<file path="config.mk">
export PLATFORM = sky130hd
export DESIGN_NAME = map_write_arbiter
export DESIGN_NICKNAME = d
export VERILOG_FILES = /design/src/rtl/map_write_arbiter.sv
export SDC_FILE = /design/constraint.sdc
export NUM_CORES = 1
export LEC_CHECK = 0
export BUFFER_PORTS_ARGS = -buffer_cell sky130_fd_sc_hd__buf_2
export CAP_MARGIN = 20
export CELL_PAD_IN_SITES_DETAIL_PLACEMENT = 1
export CELL_PAD_IN_SITES_GLOBAL_PLACEMENT = 2
export CORE_MARGIN = 4
export CORE_UTILIZATION = 29
export CTS_CLUSTER_DIAMETER = 60
export DETAILED_ROUTE_END_ITERATION = 6
export PLACE_DENSITY_LB_ADDON = 0.1
export REMOVE_ABC_BUFFERS = 1
export SYNTH_ARGS = -nofsm -noshare
export SYNTH_HDL_FRONTEND = slang
export SYNTH_SLANG_ARGS = --single-unit
</file>
<file path="constraint.sdc">
create_clock -name Clk -period 5.2 [get_ports Clk]
set_input_delay 1.04 -clock Clk [delete_from_list [all_inputs] [get_ports Clk]]
set_output_delay 1.04 -clock Clk [all_outputs]
set_load 0.01 [all_outputs]
</file>
<file path="src/rtl/map_write_arbiter.sv">
// Tile-map write port arbiter: round-robin over bomb/treasure requesters,
// range rejection, and a full-map fill sweep.
`timescale 1ns/1ps
module map_write_arbiter #(
    parameter int NREQ = 10,
    parameter int COLS = 16,
    parameter int ROWS = 12,
    parameter int AW   = 8
) (
    input  logic              Clk,
    input  logic              Reset,
    input  logic              sweep_start,
    input  logic [3:0]        sweep_tile,
    input  logic [NREQ-1:0]   req,
    input  logic [NREQ*4-1:0] req_x,
    input  logic [NREQ*4-1:0] req_y,
    input  logic [NREQ*4-1:0] req_tile,
    output logic [NREQ-1:0]   gnt,
    output logic [NREQ-1:0]   drop,
    output logic              wr_en,
    output logic [AW-1:0]     wr_addr,
    output logic [3:0]        wr_data,
    output logic              busy
);

    localparam int PW = (NREQ > 1) ? $clog2(NREQ) : 1;
    localparam logic [0:0] IDLE  = 1'b0;
    localparam logic [0:0] SWEEP = 1'b1;
    localparam logic [AW-1:0] LAST    = AW'(COLS * ROWS - 1);
    localparam logic [PW-1:0] PTR_RST = PW'(NREQ - 1);

    logic [0:0]      state;
    logic [AW-1:0]   cnt;
    logic [3:0]      tile_q;
    logic [PW-1:0]   ptr;

    logic [NREQ-1:0] elig;
    logic [NREQ-1:0] in_rng;
    logic [NREQ-1:0] cand;
    logic [NREQ-1:0] drop_nxt;
    logic            win_found;
    logic [PW-1:0]   win;
    logic [AW-1:0]   win_addr;
    logic [3:0]      win_tile;
    logic [3:0]      rx;
    logic [3:0]      ry;

    // A requester still holding req in its gnt/drop cycle is masked out.
    assign elig = req & ~gnt & ~drop;

    always_comb begin
        in_rng = '0;
        for (int i = 0; i < NREQ; i++) begin
            in_rng[i] = (32'(req_y[i*4 +: 4]) < ROWS) &&
                        (32'(req_x[i*4 +: 4]) < COLS);
        end
    end

    assign cand     = elig & in_rng;
    assign drop_nxt = elig & ~in_rng;

    always_comb begin
        int idx;
        idx       = 0;
        win_found = 1'b0;
        win       = '0;
        for (int k = 1; k <= NREQ; k++) begin
            idx = int'(ptr) + k;
            if (idx >= NREQ) idx = idx - NREQ;
            if (!win_found && cand[idx]) begin
                win_found = 1'b1;
                win       = PW'(idx);
            end
        end
    end

    always_comb begin
        rx       = req_x[int'(win)*4 +: 4];
        ry       = req_y[int'(win)*4 +: 4];
        win_tile = req_tile[int'(win)*4 +: 4];
        win_addr = AW'(32'(ry) * COLS + 32'(rx));
    end

    always_ff @(posedge Clk or posedge Reset) begin
        if (Reset) begin
            state   <= IDLE;
            cnt     <= '0;
            tile_q  <= '0;
            ptr     <= PTR_RST;
            gnt     <= '0;
            drop    <= '0;
            wr_en   <= 1'b0;
            wr_addr <= '0;
            wr_data <= '0;
            busy    <= 1'b0;
        end else begin
            gnt   <= '0;
            drop  <= '0;
            wr_en <= 1'b0;
            unique case (state)
                IDLE: begin
                    busy <= 1'b0;
                    if (sweep_start) begin
                        // The accepting edge already issues address 0.
                        state   <= SWEEP;
                        tile_q  <= sweep_tile;
                        busy    <= 1'b1;
                        wr_en   <= 1'b1;
                        wr_addr <= '0;
                        wr_data <= sweep_tile;
                        cnt     <= AW'(1);
                    end else begin
                        drop <= drop_nxt;
                        if (win_found) begin
                            gnt     <= NREQ'(1) << win;
                            wr_en   <= 1'b1;
                            wr_addr <= win_addr;
                            wr_data <= win_tile;
                            ptr     <= win;
                        end
                    end
                end
                SWEEP: begin
                    busy    <= 1'b1;
                    wr_en   <= 1'b1;
                    wr_addr <= cnt;
                    wr_data <= tile_q;
                    if (cnt == LAST) begin
                        cnt   <= '0;
                        state <= IDLE;
                    end else begin
                        cnt <= cnt + AW'(1);
                    end
                end
                default: state <= IDLE;
            endcase
        end
    end

endmodule

</file>
== Word level (Yosys, flattened, before mapping) ==
Cells that the tools add are included.
Storage, ports and cells
  register bits after elaboration: 51
  input bits: 137
  logic and storage cells: 179
  output and inout port bits: 34
Cells by class
  equality and inequality tests: 3
  reduce and logical (&&, ||, !) cells: 20
  bitwise logic cells: 9
  muxes and demuxes: 81
  shift-type cells: 4
  order comparisons: 30
  add/subtract/negate cells: 22
Operators with widths (count)
  $lt 32x6->1 const B: 10
  $mux 32: 10
  $shiftx 40x7->4: 3
  $sub 5x4->6 const B: 10
  $ge 5x4->1 const B: 10
  $mux 10: 5
  $mux 4: 12
  $and 10x10->10: 4
  $bmux 1 s4: 10
  $lt 4x4->1 const B: 10
  $mux 1: 34
  $mux 8: 4
  $pmux 8 s2: 2
  $not 10->10: 3
  $add 4x3->5 const B: 4
  $add 4x4->5 const B: 3
  $add 4x2->5 const B: 2
  $shl 1x4->10 const A: 1
  $logic_and 1x1->1: 9
  $logic_not 1->1: 9
  $add 8x1->8 const B: 1
  $add 8x4->8: 1
  $eq 8x8->1 const B: 1
  $pmux 4 s2: 1
  7 further kinds: 10

== Longest topological paths before layout ==
Gate-level depths: netlist of run 1.
  word-level depth: 40
  mapped depth: 24
  mapped depth without buffers: 18

== Least setup slack after synthesis of run 1 ==
OpenSTA, ideal clock, no wires.
  path kind: reg-to-reg
  start: register ptr[1]
  end: register wr_addr[4]
  path buffers: 4
  path slack: 0.044 ns
  data required time: 5.073 ns
  arrival: 5.030 ns
  clock period less this slack: 5.156 ns
  cell stages (with the launch flop): 23
  setup time: 0.127 ns
  cell sequence: dfrtp_1 > inv_1 > clkbuf_1 > ha_1 > buf_2 > xor2_1 > inv_1 > ha_1 > a21o_1 > o22ai_1 > nor3_1 > nor3_2 > mux2_2 > o211a_1 > nor4b_2 > a31o_1 > a22o_1 > buf_4 > buf_8 > mux4_2 > mux2_2 > mux2i_1 > o21ai_1
Between the ends
  longest elaborated chain between the ends: 39
  elaborated cells between the ends (all ways): 115
  classes of those cells: 21 x add/sub; 10 x order compare; 1 x eq/ne; 2 x shift; 63 x mux; 18 x reduce/logical
Ends and longest elaborated chain
  start: declaration: line 35  | logic [PW-1:0] ptr;
  start signal: assignment: line 119  | ptr <= win;
  $add 4x1->5: line 68  | idx = int'(ptr) + k;
  $sub 5x4->6 / $ge 5x4->1 (equally long branches): line 69  | if (idx >= NREQ) idx = idx - NREQ;
  $mux 32: line 69
  $bmux 1 s4: line 70  | if (!win_found && cand[idx]) begin
  $mux 1 (implied by the code) (2 in series): line 70
  $mux 1: line 70
  $logic_not 1->1: line 70
  $logic_and 1x1->1: line 70
  (+22 left out)
  $logic_not 1->1: line 70
  $logic_and 1x1->1: line 70
  $mux 4: line 70
  $shiftx 40x7->4 (on tied branches): line 79, 78
  $add 8x4->8: line 81  | win_addr = AW'(32'(ry) * COLS + 32'(rx));
  $mux 8: line 114  | if (win_found) begin
  $mux 8: line 103  | if (sweep_start) begin
  $pmux 8 s2: line 100  | unique case (state)
  end signal: assignment: line 117  | wr_addr <= win_addr;
  end signal: assignment: line 126  | wr_addr <= cnt;
  end: declaration: line 21  | output logic [AW-1:0] wr_addr,
Parallel ways exist; a longest one is shown, timed or not. The select of a mux whose other input is x is not followed.
A chain may end at the register's enable or synchronous reset.

== Final worst setup path of run 1 ==
  start: register ptr[0]
  end: register wr_addr[6]
Same word-level chain as after synthesis.

==> metrics.sh, run 1 <==
YS_WARN_COUNT=0
FINAL-SEQ-AREA_UM2=1279
DRC=0
DESIGN.PORTCOUNT=171
FINALWORSTPATHREQUIREDPERIOD_NS=4.952
GPL.FINAL_WEIGHTED_CONGESTION=0.8977
FINAL_UTIL=0.3782
TIMING.CRITICAL_PATH.REQUIRED_NS=5.39
CRIT_PATH_CELL_TRACE='inv_2, ha_1, buf_4, ha_1, a21o_1, o22ai_2, nor2_1, nor3_4, mux2_2, o211ai_1, buf_4, nand3b_1, o41ai_4, o32ai_4, buf_4, buf_12, mux4_2, mux2_2, mux2i_1, o21ai_1'
DETAILED_ROUTE_VIA_COUNT=6419
CTS.PATH.MAX_BUFFERS=2
SYNTH_ENABLE_FLOP_CELLS=0
MOSTFREQUENTLAYOUTCELLS='sky130_fd_sc_hd__buf_2, sky130_fd_sc_hd__nand2_1, sky130_fd_sc_hd__nor2_1, sky130_fd_sc_hd__dfrtp_1, sky130_fd_sc_hd__buf_4'
DP_HPWL_MM=20.77
FIN_NETS=1045
YS_SEQ_ELEMENTS=51
START_TO_END_TYPE_OF_THE_WORST_SETUP_PATH='reg -> reg'
GRT-OVFL-TOTAL=0
SLOWEST_DELAY_NS=0.66
MAX_CLOCK_FREQ_GHz=0.2019
TIMING.HOLD.WS_NS=0.4937
CLOCK_SKEW_NS=0.01457
WORSTHOLDPATHCELLS=2
CLOCK_NET_SINK_COUNT=51
DIE_X_UM=153.6
CRITPATHMAXFANOUT=14
NUMCTSBUFFERS=5
GRT_FIRST_PASS_WIRELENGTH_MM=39.34
AGGREGATE_NEGATIVE_SETUP_SLACK_NS=0
WORST_PIN_SLEW_NS=0.7104
CLK_PIN_SLEW_NS=0.08
AREA_GROWTH_SYN_TO_LAYOUT_PCT=26.53
FINAL_ANTENNA_NET_COUNT=0
NUMBER_OF_ANTENNA_VIOLATIONS_AT_THE_FIRST_CHECK_IN_GLOBAL_ROUTING=0
ROUTED_VIA_DENSITY=5.553
DIE_HEIGHT_UM=153.6
PLACED_CELLS_INCL_TAPS=1145
RUN_STATUS='completed'
GRT_USE_TOTAL=0.2068
SEQ_TOTAL_AREA_YOSYS=0.2081
CRITPATHCAPTURETYPE='flip-flop'
FRACTION_OF_LAYOUT_INSTANCES_USING_A_DRIVE_STRENGTH_ABOVE_1=0.3837
CTS_TREE='built'
CLK_LATENCY_NS=0.31
DRT_PRE_ANTENNA_ITERS=4
CTS_ROOT_BUF='sky130_fd_sc_hd__clkbuf_16'
BUFFER_PORTS.INSERTED=170
YOSYS.AREA.TOP_TYPE='sky130_fd_sc_hd__dfrtp_1'
MOSTFREQUENTLAYOUTCELL='sky130_fd_sc_hd__buf_2'
COREAREA_UM2=20560
INITIAL_UTIL=0.2989
ASYNC_FLOP_SHARE=1.000
ROUTED_WIRE_LENGTH_MM=25.21
POST_SYNTH_NUM_CELL_TYPES=101
SLOWEST_CELL_ON_CRIT_PATH='sky130_fd_sc_hd__dfstp_2'
CTS_MAX_LEVEL=2
CRITPATHBUFINV=5
CRIT_PATH_FREQUENT_CELL='sky130_fd_sc_hd__buf_4'
YOSYS-TOP-CELLS-AREA='sky130_fd_sc_hd__dfrtp_1, sky130_fd_sc_hd__mux4_2, sky130_fd_sc_hd__ha_1'
ANTENNA_CELLS=0
CP_NUM_CELLS=20
FINAL.FILL_COUNT=2494
FINALHOLDVIOLCOUNT=0
SYNTH_TOP_FLOP_CELL='sky130_fd_sc_hd__dfrtp_1'
GRT_PASS1_VIAS=6929
GRT_MAX_DEGREE=52
SYN-INSTANCE-COUNT=691
SYNTH.AVG_CELL_AREA_UM2=8.894
ARRIVAL_NS=5.14
DR.FIRST_ITER.DRC_COUNT=326
SYNTH_TOP_CELL_AREA_SHARE=0.1995
CRIT_PATH_START_KIND='flip-flop'
FINALSETUPVIOLCOUNT=0
CRITICAL-PATH-TOP-DELAY-FAMILY='compound AO/OA/AOI/OAI gates'
PLACEMENTROWS=52
MULTI_INPUT_AREA_UM2=4613
FINAL-INSTANCE-COUNT-EXCL-FILL=1156
ROUTEDWLPERCELL_UM=21.81
WORST_HOLD_PATH_TYPE='reg -> reg'
NETLIST_AREA_UM2=6146
WORST_SLEW_MARGIN_REL=0.5264
FINAL_PERIOD_UTIL=0.9523
WORST_REG2REG_PATH_LENGTH_IN_CELLS=20
DRV_SLEW=0
DIE_AREA_UM2=23590
MAX-CAP-VIOLATIONS=0
POST_CTS_HOLD_BUFFER_COUNT=0
-- kinds of logic (layout without fill, tap and decap cells) --
logic type / after synthesis / in the layout / share of synthesized area
compound gates: 211 / 211 / 0.2431
xor+xnor: 14 / 14 / 0.02586
fa+ha+maj: 23 / 23 / 0.04682
buf+inv: 56 / 251 / 0.05558
flops: 51 / 51 / 0.2081
mux: 73 / 73 / 0.1836
simple gates: 263 / 263 / 0.2370
-- stage by stage --
stage	cell area [um^2]	setup slack, ns
finish	7776	0.2481
global route	7776	-0.03044
detailed placement	7508	0.03392
floorplan	5882	-1.548
CTS	7675	0.01515
global placement	7508	0.05146
-- final timing paths --
check                           slack (ns)         end  startpoint
worst max register to register        0.25  wr_addr[6]      ptr[0]
worst min register to register        0.49   tile_q[2]   tile_q[2]
worst min-delay path                  0.49   tile_q[2]   tile_q[2]
worst max-delay path                  0.25  wr_addr[6]      ptr[0]
min in group asynchronous             0.91     drop[6]       Reset
max in group asynchronous             3.80  wr_addr[0]       Reset
-- cell usage after synthesis (11+ instances only) --
| cell | count |
|---|---|
| sky130_fd_sc_hd__nor3b_1 | 13 |
| sky130_fd_sc_hd__mux2_2 | 20 |
| sky130_fd_sc_hd__nand3_1 | 19 |
| sky130_fd_sc_hd__nor3_1 | 21 |
| sky130_fd_sc_hd__clkbuf_1 | 11 |
| sky130_fd_sc_hd__inv_1 | 18 |
| sky130_fd_sc_hd__dfrtp_1 | 49 |
| sky130_fd_sc_hd__nand2_1 | 62 |
| sky130_fd_sc_hd__o21ai_0 | 38 |
| sky130_fd_sc_hd__ha_1 | 23 |
| sky130_fd_sc_hd__nand2b_1 | 13 |
| sky130_fd_sc_hd__a22oi_1 | 16 |
| sky130_fd_sc_hd__mux4_2 | 23 |
| sky130_fd_sc_hd__a21oi_1 | 38 |
| sky130_fd_sc_hd__nor2_1 | 50 |
| sky130_fd_sc_hd__mux2i_1 | 22 |
-- worst min-delay path, stage by stage, from the launching register on --
cell and delay [ns]:
sky130_fd_sc_hd__dfrtp_1 0.35, sky130_fd_sc_hd__nand2_1 0.06, sky130_fd_sc_hd__nand2_1 0.06
-- registers in the layout, indices dropped and copies added (netlist names) --
signal and count:
drop 10, wr_en 1, ptr 4, wr_addr 8, cnt 8, gnt 10
busy 1, tile_q 4, state 1, wr_data 4
-- cell type report --
class,count,share of cell area
Multi-Input combinational cell,584,0.5932
Timing Repair Buffer,223,0.1675
Clock inverter,2,0.004827
Sequential cell,51,0.1644
Inverter,20,0.009976
Clock buffer,6,0.01657
Tap cell,270,0.04344
-- metal layers --
| layer | GRT usage | part of all wire | wire length (um) |
|---|---|---|---|
| met5 | 0 | 0 | 0 |
| met4 | 0.03616 | 0.011 | 284 |
| met3 | 0.03007 | 0.046 | 1159 |
| met2 | 0.3384 | 0.48 | 12060 |
| met1 | 0.2947 | 0.46 | 11710 |
-- repair_timing --
action	4_1_cts	5_1_grt
buffers inserted	0	3
setup endpoints to repair	0	16
resized for setup	0	13
Power of run 1 is left out: the tool's default activity adds up to more than one toggle a clock period on the data nets, which glitch-free logic cannot reach.
==> run 2: changes to the inputs <==
--- a/config.mk
+++ b/config.mk
@@ -15,6 +15,7 @@
 export DETAILED_ROUTE_END_ITERATION = 6
 export PLACE_DENSITY_LB_ADDON = 0.1
 export REMOVE_ABC_BUFFERS = 1
+export SETUP_SLACK_MARGIN = 0.5
 export SYNTH_ARGS = -nofsm -noshare
 export SYNTH_HDL_FRONTEND = slang
 export SYNTH_SLANG_ARGS = --single-unit
==> run 2 against run 1 <==
  * Via count rose by 4.1%
  * Non-clock buffer count grew 34
  * Hold slack barely moved
  * Sequential share of layout area decreased by 1.6 points
  * Critical endpoint unchanged
  * Highest routed layer unchanged
==> metrics.sh, run 2 (synthesis gave the netlist of run 1 again) <==
FRACTION_OF_LAYOUT_INSTANCES_USING_A_DRIVE_STRENGTH_ABOVE_1=0.4772  # +0.09343
BUFFER_PORTS.INSERTED=170  # unchanged
CLK_LATENCY_NS=0.31  # about the same
DP_WORST_SETUP_SLACK_NS=0.03392  # unchanged
DIE_X_UM=153.6  # unchanged
MAX-CAP-VIOLATIONS=0  # unchanged
MOSTFREQUENTLAYOUTCELLS='sky130_fd_sc_hd__buf_2, sky130_fd_sc_hd__buf_4, sky130_fd_sc_hd__nand2_1, sky130_fd_sc_hd__dfrtp_1, sky130_fd_sc_hd__nor2_1'
CRITPATHCAPTURETYPE='flip-flop'
WORST_SLEW_MARGIN_REL=0.5144  # -0.01204
MAX_CLOCK_FREQ_GHz=0.2158  # +6.9%
CRITPATHBUFINV=5  # unchanged
AREA_GROWTH_SYN_TO_LAYOUT_PCT=40.41
MOSTFREQUENTLAYOUTCELL='sky130_fd_sc_hd__buf_2'
PLACED_CELLS_INCL_TAPS=1145  # unchanged
CLK_PIN_SLEW_NS=0.08  # about the same
CLOCK_NET_SINK_COUNT=51  # unchanged
FINAL_ANTENNA_NET_COUNT=0  # unchanged
FINALWORSTPATHREQUIREDPERIOD_NS=4.634  # -0.3184 ns
ARRIVAL_NS=4.82  # -0.32 ns
CRIT_PATH_CELL_TRACE='inv_4, ha_4, xor2_4, inv_2, ha_4, a21o_1, o22ai_2, nor2_2, nor3_4, mux2_4, o211ai_1, buf_4, nand3b_1, o41ai_4, o32ai_4, buf_6, buf_12, mux4_2, mux2_4, mux2i_1, o21ai_1'
FINALHOLDVIOLCOUNT=0  # unchanged
GRT_MAX_DEGREE=52  # unchanged
DP_HPWL_MM=20.77  # unchanged
NUMBER_OF_ANTENNA_VIOLATIONS_AT_THE_FIRST_CHECK_IN_GLOBAL_ROUTING=0  # unchanged
DIE_AREA_UM2=23590  # unchanged
RUN_STATUS='completed'
AGGREGATE_NEGATIVE_SETUP_SLACK_NS=0  # unchanged
CRITICAL-PATH-TOP-DELAY-FAMILY='compound AO/OA/AOI/OAI gates'
TIMING.RR.START='ptr[0]'
ROUTED_WIRE_LENGTH_MM=26.76  # +6.1%
POST_CTS_HOLD_BUFFER_COUNT=0  # unchanged
RSZ0062_AT_GRT='true'
DRC=0  # unchanged
WORST_PIN_SLEW_NS=0.7284  # +0.01807 ns
FINAL_PERIOD_UTIL=0.8911  # -0.06122
INITIAL_UTIL=0.2989  # unchanged
TIMING.CRITICAL_PATH.FROM='ptr[0]'
CTS_TREE='built'
DRT_PRE_ANTENNA_ITERS=5  # +1
PLACEMENTROWS=52  # unchanged
TIMING.FINAL.WS_SETUP_NS=0.5664  # +0.3184 ns
COREAREA_UM2=20560  # unchanged
GRT_PASS1_VIAS=7093  # +2.4%
DR.FIRST_ITER.DRC_COUNT=324  # -0.61%
TIMING.CRITICAL_PATH.REQUIRED_NS=5.39  # about the same
CTS_ROOT_BUF='sky130_fd_sc_hd__clkbuf_16'
REG_TOP3='drop x10, gnt x10'
CRIT_PATH_START_KIND='flip-flop'
SLOWEST_CELL_ON_CRIT_PATH='sky130_fd_sc_hd__dfstp_2'
ROUTED_VIA_DENSITY=5.610  # +1.0%
FINAL_UTIL=0.4197  # +0.04151
START_TO_END_TYPE_OF_THE_WORST_SETUP_PATH='reg -> reg'
FINALSETUPVIOLCOUNT=0  # unchanged
NUMCTSBUFFERS=5  # unchanged
DIE_HEIGHT_UM=153.6  # unchanged
GPL.FINAL_WEIGHTED_CONGESTION=0.8977  # unchanged
WORSTHOLDSTART='tile_q[2]'
DRV_SLEW=0  # unchanged
GRT_USE_TOTAL=0.2151  # +0.008301
WORST_HOLD_PATH_TYPE='reg -> reg'
CTS_MAX_LEVEL=2  # unchanged
GRT_FIRST_PASS_WIRELENGTH_MM=40.78  # +3.7%
SLOWEST_DELAY_NS=0.62  # -0.04 ns
DETAILED_ROUTE_VIA_COUNT=6681  # +4.1%
FINAL-INSTANCE-COUNT-EXCL-FILL=1191  # +3.0%
FIN_NETS=1079  # +3.3%
CTS.PATH.MAX_BUFFERS=2  # unchanged
GRT-OVFL-TOTAL=0  # unchanged
ROUTEDWLPERCELL_UM=22.47  # +3.0%
DESIGN.PORTCOUNT=171  # unchanged
CLOCK_SKEW_NS=0.01547  # +0.0009058 ns
CRITPATHMAXFANOUT=7  # -7
run 2: changes by cell type in the layout (fill, tap and decap cells not counted), sizes merged:
cell / delta
buf: +31
clkbuf: +2
bufbuf: +1
diode: +1
run 2: area by class of cell:
type,count,area (um^2)
inverter,20,82.58
antenna,1,2.502
clock inverter,2,37.54
timing repair buffer,257,1692
tap,270,337.8
sequential,51,1281
clock buffer,6,128.9
fill,2441,11930
multi-input combinational,584,5067
run 2: worst register-to-register path, cell delays in order, from the launching register on:
cell and delay [ns]:
sky130_fd_sc_hd__dfstp_2 0.62, sky130_fd_sc_hd__inv_4 0.08, sky130_fd_sc_hd__ha_4 0.18, sky130_fd_sc_hd__xor2_4 0.15, sky130_fd_sc_hd__inv_2 0.08, sky130_fd_sc_hd__ha_4 0.16
sky130_fd_sc_hd__a21o_1 0.17, sky130_fd_sc_hd__o22ai_2 0.23, sky130_fd_sc_hd__nor2_2 0.07, sky130_fd_sc_hd__nor3_4 0.24, sky130_fd_sc_hd__mux2_4 0.33, sky130_fd_sc_hd__o211ai_1 0.12
sky130_fd_sc_hd__buf_4 0.16, sky130_fd_sc_hd__nand3b_1 0.16, sky130_fd_sc_hd__o41ai_4 0.46, sky130_fd_sc_hd__o32ai_4 0.18, sky130_fd_sc_hd__buf_6 0.17, sky130_fd_sc_hd__buf_12 0.14
sky130_fd_sc_hd__mux4_2 0.33, sky130_fd_sc_hd__mux2_4 0.28, sky130_fd_sc_hd__mux2i_1 0.13, sky130_fd_sc_hd__o21ai_1 0.08
run 2: per-layer routing:
| layer | vias to the layer above | global-route usage | wire length [um] |
|---|---|---|---|
| met1 | 3368 | 0.3067 | 12500 |
| met3 | 20 | 0.02867 | 1110 |
| met2 | 180 | 0.3532 | 12860 |
| met5 | - | 0 | 0 |
| li1 | 3113 | - | - |
| met4 | 0 | 0.03869 | 286 |
run 2: final timing paths:
check / endpoint / slack, ns / cells after the start
max: wr_addr[6] / 0.57 / 21
min: tile_q[2] / 0.49 / 2
max reg2reg: wr_addr[6] / 0.57 / 21
min reg2reg: tile_q[2] / 0.49 / 2
max in group asynchronous: cnt[7] / 3.78 / 3
min in group asynchronous: drop[6] / 0.90 / 3
run 2: per-stage QoR:
step	cell area, um^2	hold slack, ns
after CTS	8085	0.4953
after floorplan	5882	0.4461
after global placement	7508	0.4635
after global routing	8627	0.5312
after detailed placement	7508	0.4764
final	8630	0.4939
run 2: what timing repair did:
| item | 4_1_cts | 5_1_grt |
|---|---|---|
| setup endpoints to repair | 16 | 17 |
| pin swaps | 9 | 18 |
| cloned | 2 | 2 |
| setup buffers | 16 | 17 |
| hold endpoints to repair | 0 | 0 |
| gates resized for setup | 49 | 77 |
Power of run 2 is left out for the same reason.
==> run 3: changes to the inputs <==
--- a/config.mk
+++ b/config.mk
@@ -9,6 +9,7 @@
 export CAP_MARGIN = 20
 export CELL_PAD_IN_SITES_DETAIL_PLACEMENT = 1
 export CELL_PAD_IN_SITES_GLOBAL_PLACEMENT = 2
+export CORE_ASPECT_RATIO = 2
 export CORE_MARGIN = 4
 export CORE_UTILIZATION = 29
 export CTS_CLUSTER_DIAMETER = 60
==> run 3 against run 2 <==
  * Register-to-register slack about the same
  * Setup slack lost 0.0078 ns
  * Routed wire length up 11%
  * Hold slack lost 0.0045 ns
  * Clock-buffer cell count unchanged
  * Clock skew shrank 0.0030 ns
  * Die area up 0.60%
  * Via count is 3.5% higher
  * Non-clock buffer count increased by 39
  * First-iteration DRC count decreased by 5.6%
  * Fmax fell by 0.17%
  * Critical path type unchanged
  * Critical endpoint is now wr_addr[1]
==> metrics.sh, run 3 (synthesis gave the netlist of run 1 again) <==
RUN_STATUS='completed'
DETAILED_ROUTE_VIA_COUNT=6918  # +3.5%
CTS_MAX_LEVEL=2  # unchanged
PLACEMENTROWS=75  # +44%
FINAL_ANTENNA_NET_COUNT=0  # unchanged
FINALSETUPVIOLCOUNT=0  # unchanged
MOSTFREQUENTLAYOUTCELLS='sky130_fd_sc_hd__buf_2, sky130_fd_sc_hd__buf_4, sky130_fd_sc_hd__nand2_1, sky130_fd_sc_hd__nor2_1, sky130_fd_sc_hd__dfrtp_1'
GRT_PASS1_VIAS=7585  # +6.9%
GLOBAL_ROUTE.USAGE.MET1=0.2141  # -0.09263
R2R_END='wr_addr[1]'
MAX-CAP-VIOLATIONS=0  # unchanged
GRT_FIRST_PASS_WIRELENGTH_MM=43.49  # +6.6%
FIN_NETS=1118  # +3.6%
ARRIVAL_NS=4.82  # about the same
CLOCK_SKEW_NS=0.01244  # -0.003034 ns
TIMING.REG2REG.SETUP_SLACK_NS=0.56  # about the same
FINAL_UTIL=0.4267  # +0.006937
DRC=0  # unchanged
CRITPATHMAXFANOUT=8  # +1
DR.FIRST_ITER.DRC_COUNT=306  # -5.6%
FINAL_PERIOD_UTIL=0.8926  # +0.001494
MULTI_INPUT_AREA_UM2=5091  # +0.47%
POST_CTS_HOLD_BUFFER_COUNT=0  # unchanged
WORSTHOLDPATHCELLS=2  # unchanged
WORST_PIN_SLEW_NS=0.7826  # +0.05414 ns
CLK_PIN_SLEW_NS=0.08  # about the same
DRT_PRE_ANTENNA_ITERS=5  # unchanged
BUFFER_PORTS.INSERTED=170  # unchanged
COREAREA_UM2=20930  # +1.8%
WORST_HOLD_PATH_TYPE='reg -> reg'
INITIAL_UTIL=0.2937  # -0.005237
WORST_REG2REG_PATH_LENGTH_IN_CELLS=19  # -9.5%
CRIT_PATH_START_KIND='flip-flop'
START_TO_END_TYPE_OF_THE_WORST_SETUP_PATH='reg -> reg'
CRITPATHCAPTURETYPE='flip-flop'
NUMBER_OF_ANTENNA_VIOLATIONS_AT_THE_FIRST_CHECK_IN_GLOBAL_ROUTING=1  # +1
WORSTHOLDSTART='tile_q[2]'
RSZ0062_AT_GRT='true'
DIE_HEIGHT_UM=213.9  # +39%
GROUTE.LAYER.MET2.USAGE=0.4866  # +0.1333
ROUTED_VIA_DENSITY=5.629  # +0.35%
CTS.PATH.MAX_BUFFERS=2  # unchanged
TIMING.FINAL.WS_SETUP_NS=0.5587  # -0.007770 ns
MAX_CLOCK_FREQ_GHz=0.2155  # -0.17%
FINAL.FILL_COUNT=2502  # +2.5%
GRT.BUSIEST_LAYER='met2'
DIE_AREA_UM2=23730  # +0.60%
ROUTEDWLPERCELL_UM=24.11  # +7.3%
DP_WORST_SETUP_SLACK_NS=0.1451  # +0.1112 ns
CTS_ROOT_BUF='sky130_fd_sc_hd__clkbuf_16'
NUMCTSBUFFERS=5  # unchanged
GRT_MAX_DEGREE=52  # unchanged
CTS_TREE='built'
TIMING.HOLD.WS_NS=0.4894  # -0.004463 ns
GLOBALROUTEMET3UTIL=0.02655  # -0.002122
DIE_X_UM=110.9  # -28%
TIMING.RR.START='ptr[2]'
GRT_USE_TOTAL=0.2359  # +0.02085
FINALWORSTPATHREQUIREDPERIOD_NS=4.641  # +0.007770 ns
DP_HPWL_MM=24.57  # +18%
CLOCK_NET_SINK_COUNT=51  # unchanged
FRACTION_OF_LAYOUT_INSTANCES_USING_A_DRIVE_STRENGTH_ABOVE_1=0.5016  # +0.02439
MOSTFREQUENTLAYOUTCELL='sky130_fd_sc_hd__buf_2'
REG_TOP3='drop x10, gnt x10'
AREA_GROWTH_SYN_TO_LAYOUT_PCT=45.28
GPL.FINAL_WEIGHTED_CONGESTION=0.9046  # +0.77%
DESIGN.PORTCOUNT=171  # unchanged
GRT-OVFL-TOTAL=0  # unchanged
FINALHOLDVIOLCOUNT=0  # unchanged
FINAL-SEQ-AREA_UM2=1280  # about the same
DRV_SLEW=0  # unchanged
WORST_SLEW_MARGIN_REL=0.4634  # -0.05102
CLK_LATENCY_NS=0.31  # about the same
WHS_ENDPOINT='tile_q[2]'
ROUTED_WIRE_LENGTH_MM=29.63  # +11%
TIMING.CRITICAL_PATH.REQUIRED_NS=5.38  # about the same
TIMING.CRITICAL_PATH.FROM='ptr[2]'
-- run 3: changes by cell type in the layout (fill, tap and decap cells not counted), moves of 3 or more --
cell	previous run	this run
sky130_fd_sc_hd__ha_4	7	4
sky130_fd_sc_hd__o21ai_1	11	7
sky130_fd_sc_hd__o21ai_2	2	6
sky130_fd_sc_hd__buf_4	68	107
sky130_fd_sc_hd__nor2_1	45	48
sky130_fd_sc_hd__ha_1	9	12
-- run 3: what timing repair did --
action	in CTS	in global routing
gates resized for setup	52	75
cloned	0	3
pin swaps	8	31
endpoints found under the setup margin	12	14
setup buffers	7	24
-- run 3: worst max-delay path, cell delays in order, from the launching register on --
cell and delay (ns):
sky130_fd_sc_hd__dfrtp_1 0.43, sky130_fd_sc_hd__clkinvlp_4 0.27, sky130_fd_sc_hd__buf_6 0.20, sky130_fd_sc_hd__ha_4 0.16, sky130_fd_sc_hd__nor2b_2 0.18, sky130_fd_sc_hd__o211ai_1 0.32, sky130_fd_sc_hd__buf_4 0.17, sky130_fd_sc_hd__o2bb2ai_1 0.13
sky130_fd_sc_hd__a211oi_2 0.14, sky130_fd_sc_hd__buf_4 0.16, sky130_fd_sc_hd__a21o_1 0.21, sky130_fd_sc_hd__or3b_2 0.46, sky130_fd_sc_hd__a21o_1 0.21, sky130_fd_sc_hd__o311ai_2 0.11, sky130_fd_sc_hd__a22o_4 0.24, sky130_fd_sc_hd__buf_12 0.14
sky130_fd_sc_hd__mux4_2 0.50, sky130_fd_sc_hd__mux2_4 0.27, sky130_fd_sc_hd__mux2i_1 0.13, sky130_fd_sc_hd__o21ai_1 0.09
-- run 3: cell type report --
cell class	count	share of cell area
Timing Repair Buffer	296	0.2206
Sequential cell	51	0.1434
Multi-Input combinational cell	584	0.5702
Clock inverter	2	0.004344
Antenna cell	1	0.0002803
Inverter	20	0.009109
Clock buffer	6	0.01443
Tap cell	269	0.03770
-- run 3: worst max path at each step --
stage | endpoint | cells after the start
2_1_floorplan | wr_data[2] | 18
3_3_place_gp | wr_addr[4] | 16
3_5_place_dp | wr_addr[1] | 19
4_1_cts | wr_addr[1] | 20
5_1_grt | wr_addr[1] | 19
6_report | wr_addr[1] | 19
-- run 3: metal layers --
layer | share of wire | wire (um)
met5 | 0 | 0
met1 | 0.32 | 9422
met2 | 0.57 | 17010
met4 | 0.075 | 2209
met3 | 0.033 | 992
-- run 3: per-stage QoR --
stage	area [um^2]	setup TNS, ns	instances
floorplan	5882	-23.69	655
global placement	7835	0	1186
CTS	8305	0	1201
finish	8929	0	1229
detailed placement	7835	0	1186
global route	8929	0	1229
Power of run 3 is left out for the same reason.
